File: config.mk
export PLATFORM = sky130hd
export DESIGN_NAME = gmii_rx_framer
export DESIGN_NICKNAME = d
export VERILOG_FILES = /design/src/rtl/gmii_rx_framer.sv
export SDC_FILE = /design/constraint.sdc
export NUM_CORES = 1
export LEC_CHECK = 0
export BUFFER_PORTS_ARGS = -buffer_cell sky130_fd_sc_hd__clkbuf_2
export CAP_MARGIN = 20
export CORE_MARGIN = 4
export CORE_UTILIZATION = 41
export CTS_BUF_LIST = sky130_fd_sc_hd__clkbuf_2
export DETAILED_ROUTE_END_ITERATION = 10
export PLACE_DENSITY_LB_ADDON = 0.3
export SYNTH_ARGS = -nofsm -noshare
export SYNTH_HDL_FRONTEND = slang
export SYNTH_SLANG_ARGS = --single-unit
export TNS_END_PERCENT = 1
File: constraint.sdc
create_clock -name sys_clk -period 2.2 [get_ports sys_clk]
set_input_delay 0.33 -clock sys_clk [delete_from_list [all_inputs] [get_ports sys_clk]]
set_output_delay 0.33 -clock sys_clk [all_outputs]
set_load 0.03 [all_outputs]
File: src/rtl/gmii_rx_framer.sv
// GMII receive framer: strips preamble/SFD, checks the CRC-32 FCS, drops the FCS and marks frame boundaries/errors.
// Define GMII_RX_STATS_EN to add saturating good / CRC-error / runt frame counters.
module gmii_rx_framer #(
    parameter int MIN_FRAME = 64,
    parameter int MAX_FRAME = 1518
) (
    input  logic        sys_clk,
    input  logic        sys_rst,
    input  logic [7:0]  gmii_rxd,
    input  logic        gmii_rx_dv,
    input  logic        gmii_rx_er,
    output logic [7:0]  out_data,
    output logic        out_valid,
    output logic        out_sof,
    output logic        out_eof,
    output logic        out_err,
    output logic [10:0] out_len
`ifdef GMII_RX_STATS_EN
    ,
    output logic [31:0] stat_good,
    output logic [31:0] stat_crc_err,
    output logic [31:0] stat_runt
`endif
);
    localparam logic [31:0] CRC_POLY    = 32'hEDB88320;
    localparam logic [31:0] CRC_RESIDUE = 32'hDEBB20E3;
    localparam logic [10:0] LEN_MIN     = 11'(MIN_FRAME);
    localparam logic [10:0] LEN_MAX     = 11'(MAX_FRAME);

    typedef enum logic [1:0] {S_IDLE, S_PREAMBLE, S_DATA, S_DROP} state_t;

    function automatic logic [31:0] crc_byte(input logic [31:0] crc, input logic [7:0] d);
        logic [31:0] c;
        c = crc;
        for (int i = 0; i < 8; i++) begin
            c = (c >> 1) ^ ((c[0] ^ d[i]) ? CRC_POLY : 32'h0);
        end
        return c;
    endfunction

    state_t          r_state;
    state_t          w_next;
    logic [3:0][7:0] r_dly;
    logic [7:0]      r_hold;
    logic            r_hold_vld;
    logic            r_first;
    logic [31:0]     r_crc;
    logic [10:0]     r_count;
    logic            r_er_seen;

    logic            w_shift;
    logic            w_end;
    logic            w_crc_bad;
    logic            w_runt;
    logic            w_frame_err;

    assign w_shift     = (r_state == S_DATA) && gmii_rx_dv;
    assign w_end       = (r_state == S_DATA) && !gmii_rx_dv;
    assign w_crc_bad   = (r_crc != CRC_RESIDUE);
    assign w_runt      = (r_count < LEN_MIN);
    assign w_frame_err = w_crc_bad || r_er_seen || w_runt || (r_count > LEN_MAX);

    always_ff @(posedge sys_clk) begin
        if (sys_rst) r_state <= S_IDLE;
        else         r_state <= w_next;
    end

    always_comb begin
        w_next = r_state;
        case (r_state)
            S_IDLE: begin
                if (gmii_rx_dv) begin
                    if (gmii_rxd == 8'h55)      w_next = S_PREAMBLE;
                    else if (gmii_rxd == 8'hD5) w_next = S_DATA;
                    else                        w_next = S_DROP;
                end
            end
            S_PREAMBLE: begin
                if (!gmii_rx_dv)            w_next = S_IDLE;
                else if (gmii_rxd == 8'hD5) w_next = S_DATA;
                else if (gmii_rxd != 8'h55) w_next = S_DROP;
            end
            S_DATA:  if (!gmii_rx_dv) w_next = S_IDLE;
            S_DROP:  if (!gmii_rx_dv) w_next = S_IDLE;
            default: w_next = S_IDLE;
        endcase
    end

    // The byte leaving the 4-deep FCS delay line waits one cycle in r_hold, so the
    // last payload byte can still be tagged with eof once dv is seen low.
    always_ff @(posedge sys_clk) begin
        if (sys_rst) begin
            out_data   <= 8'h00;
            out_valid  <= 1'b0;
            out_sof    <= 1'b0;
            out_eof    <= 1'b0;
            out_err    <= 1'b0;
            out_len    <= 11'd0;
            r_dly      <= '0;
            r_hold     <= 8'h00;
            r_hold_vld <= 1'b0;
            r_first    <= 1'b1;
            r_crc      <= 32'hFFFFFFFF;
            r_count    <= 11'd0;
            r_er_seen  <= 1'b0;
        end else begin
            out_valid <= 1'b0;
            out_sof   <= 1'b0;
            out_eof   <= 1'b0;
            out_err   <= 1'b0;
            out_len   <= 11'd0;
            if (w_shift) begin
                r_dly      <= {r_dly[2:0], gmii_rxd};
                r_hold     <= r_dly[3];
                r_hold_vld <= (r_count >= 11'd4);
                r_crc      <= crc_byte(r_crc, gmii_rxd);
                if (r_count != 11'd2047) r_count <= r_count + 11'd1;
                if (gmii_rx_er) r_er_seen <= 1'b1;
                if (r_hold_vld) begin
                    out_valid <= 1'b1;
                    out_data  <= r_hold;
                    out_sof   <= r_first;
                    r_first   <= 1'b0;
                end
            end else if (w_end) begin
                if (r_hold_vld) begin
                    out_valid <= 1'b1;
                    out_data  <= r_hold;
                    out_sof   <= r_first;
                    out_eof   <= 1'b1;
                    out_err   <= w_frame_err;
                    out_len   <= r_count;
                end
                r_hold_vld <= 1'b0;
                r_first    <= 1'b1;
                r_crc      <= 32'hFFFFFFFF;
                r_count    <= 11'd0;
                r_er_seen  <= 1'b0;
            end
        end
    end

`ifdef GMII_RX_STATS_EN
    logic r_pend_crc;
    logic r_pend_runt;

    always_ff @(posedge sys_clk) begin
        if (sys_rst) begin
            r_pend_crc   <= 1'b0;
            r_pend_runt  <= 1'b0;
            stat_good    <= 32'd0;
            stat_crc_err <= 32'd0;
            stat_runt    <= 32'd0;
        end else begin
            r_pend_crc  <= w_end && w_crc_bad;
            r_pend_runt <= w_end && w_runt;
            if (out_eof && !out_err && stat_good != 32'hFFFFFFFF) stat_good <= stat_good + 32'd1;
            if (r_pend_crc && stat_crc_err != 32'hFFFFFFFF) stat_crc_err <= stat_crc_err + 32'd1;
            if (r_pend_runt && stat_runt != 32'hFFFFFFFF) stat_runt <= stat_runt + 32'd1;
        end
    end
`endif
endmodule

==> impl_metrics.toml <==
[outcome]
outcome = "finished, final reports clean"

[cells_and_area]
final_net_count = 583
n_antenna_cell = 0
fin_area_um2 = 5540
layout_commonest_cell = "dfxtp_1"
syn2layout_area_growth_pct = 12.6
drive_above_1_share_pct = 15.5
final_cell_mix = "dfxtp_1 (111), nand2_1 (107), a21oi_1 (61), clkbuf_2 (43), xnor2_1 (36)"

[worst_setup_path]
startpoint = "r_crc[4]"
start_kind = "flip-flop"
worst_setup_path_endpoint = "r_crc[16]"
critPathCaptureType = "flip-flop"
worstSetupPathType = "flip-flop to flip-flop"
cpMaxStageDelayCell = "dfxtp_1"
critPathBufInv = 0
rrSetupSlack_ps = 250
path_delay_family = "XOR/XNOR gates"
path_depth = 5
worstPathCellList = "xor2_2, xnor3_1, xnor2_1, a21oi_1, a211o_1"
cp_slowest_stage_delay_ps = 520
timing.rr.start = "r_crc[4]"
r2r_end = "r_crc[16]"
reg2regPathDepth = 5
crit_fanout = 4
cp.arrival_ps = 2490
required_ps = 2740

[min_path]
min_path_type = "primary input to flip-flop"
min_path_cells = 3

[floorplanning]
core_um2 = 11600
rows = 39
die_area_um2 = 13800
num_io_pins = 35
start_util_pct = 42.6
die_h_um = 118
die_w_um = 118

[pwr]
power_density_nw_per_um2 = 706
seq_power_share_pct = 54.2
p_leak_nw = 2.09
intPower_mw = 2.80
p_sw_mw = 1.11
ir_drop_mv = 0.336
comb_power_share_pct = 21.1
p_clk_share_pct = 24.8
switching_share_pct = 28.5

[synth]
synth_cell_type_count = 43
netlist.area_leader.share_pct = 45.1
synthArstFlopShare_pct = 0
yosysWarnings = 0
netlist_instances = 530
synth-main-ff-cell = "dfxtp_1"
synth_seq_cells = 111
yosysTopAreaCell = "dfxtp_1"
syn_area_per_cell_um2 = 9.29
syn_nets = 543
synth_area_um2 = 4920
seq_area_frac_synth_pct = 45.1
synth_edf_count = 0
synthTopCellsByArea = "dfxtp_1 (45%), nand2_1 (8.2%), xnor2_1 (6.4%), xnor3_1 (6.4%), a21oi_1 (6.2%)"

[global_routing]
grt_pass1_vias = 3609
antenna_found_initial = 0
grt_pass1_wl_um = 18000
overflow = 0
grt_max_degree = 50
grt.total_usage_pct = 15.8

[clocking]
cts_hold_buf = 7
clock-sinks = 111
htreeDepth = 3
cts_tree = "done"
clk_latency_ps = 590
clockBufferDepth = 2
ctsRootBufferMaster = "clkbuf_2"
cts-buffers-inserted = 9
cts_setup_buffers = 0
cts_resized = 0
clkTransAtPathRegs_ps = 300

[placed_design]
port_buffers = 34
pre_cts_ws_ps = 222
place_congestion = 0.907
placed_cell_area_um2 = 5340
dp_hpwl_um = 7530

[job]
maxCapViolCount = 0

[drt]
routed_wl_um = 10500
drt.antenna.violating_nets = 0
vias = 3689
drtIter0Drc = 235
viasPerCell = 5.14
drc = 0
wl_per_cell_um = 14.7
firstDrtPassIters = 4

[timing]
skew_ps = 20.3
min_period_ps = 1950
whs_ps = 92.3
finalHoldViolCount = 0
period_share_pct = 88.8
tns_ps = 0
worst_slack_ps = 247
finalSetupViolCount = 0
slew_violations = 0
rsz0062_at_grt = "false"
tightest_slew_ps = 676
max_slew_margin_pct = 54.9
fmax_mhz = 512
## routing by layer
| metal | wire (um) | GRT usage (%) |
|---|---|---|
| met1 | 5170 | 22.3 |
| met2 | 4720 | 24.3 |
| met4 | 178 | 4.84 |
| met3 | 472 | 3.65 |
| met5 | 0 | 0 |
## state kept, by name, summed over array words and instances (netlist names)
name / flops
out_sof: 1
r_hold: 8
r_dly: 32
r_er_seen: 1
r_hold_vld: 1
r_crc: 32
out_valid: 1
out_data: 8
r_state: 2
out_eof: 1
out_len: 11
r_count: 11
r_first: 1
out_err: 1
## kinds of logic after synthesis
| family | count (synthesis) | share of synthesized area (%) |
|---|---|---|
| adder cells (fa/ha/maj) | 1 | 0.254 |
| XOR/XNOR | 70 | 19.7 |
| AO/OA/AOI/OAI | 96 | 10.9 |
| AND/OR/NAND/NOR | 218 | 21.4 |
| flip-flops | 111 | 45.1 |
| buffers and inverters | 34 | 2.62 |
## tightest hold or removal path: stages
cell and delay, ps:
clkbuf_2 190, nand2_1 100, a21oi_1 50
## cell type report
class | instances | area (um2)
Inverter | 2 | 7.51
Clock buffer | 9 | 45.0
Fill cell | 1123 | 6020
Sequential cell | 111 | 2220
Tap cell | 143 | 179
Timing Repair Buffer | 61 | 430
Multi-Input combinational cell | 385 | 2580
Clock inverter | 7 | 80.1
## synth_stat cells, types with 2 or more instances
cell type  instances
o21ai_0            3
and2_1            14
dfxtp_1          111
a211o_1            2
nor4bb_1           3
and3_1             2
xnor3_1           14
a21oi_1           61
xnor2_1           36
nand4_1            4
nor4_1             4
or3_1              3
nor4b_1            3
or2_2              5
o211ai_1           3
nand4b_1           4
clkbuf_1          30
xnor2_4            6
xor2_2             2
inv_1              2
nand2_1          108
nor3_1            10
nand3_1            6
xor2_1             7
nand2b_1          22
a31oi_1            2
o22ai_1           21
xnor2_2            5
nor2_1            23
## power by group through the flow
stage | logic (mW) | clock network (mW) | registers (mW)
floorplan | 0.644 | 0 | 2.13
global placement | 0.804 | 0 | 2.15
detailed placement | 0.812 | 0 | 2.15
CTS | 0.825 | 1.01 | 2.12
global route | 0.895 | 1.09 | 2.13
finish | 0.824 | 0.969 | 2.12
## per-stage QoR
step	power, mW	utilization (%)	cells
after floorplan	2.78	-	530
after global placement	2.96	46.1	694
after detailed placement	2.96	46.1	694
after CTS	3.95	47.8	717
after global routing	4.12	47.9	718
final	3.91	47.9	718
## worst min-delay path by stage
| stage | to | from | slack (ps) |
|---|---|---|---|
| finish | r_dly[7] | gmii_rxd[7] | 90 |
| global route | r_dly[7] | gmii_rxd[7] | 50 |
| CTS | r_dly[1] | gmii_rxd[1] | 5 |
| detailed placement | r_dly[23] | r_dly[15] | 440 |
| global placement | r_first | r_first | 430 |
| floorplan | r_first | r_first | 410 |
(Power assumes the default switching activity.)
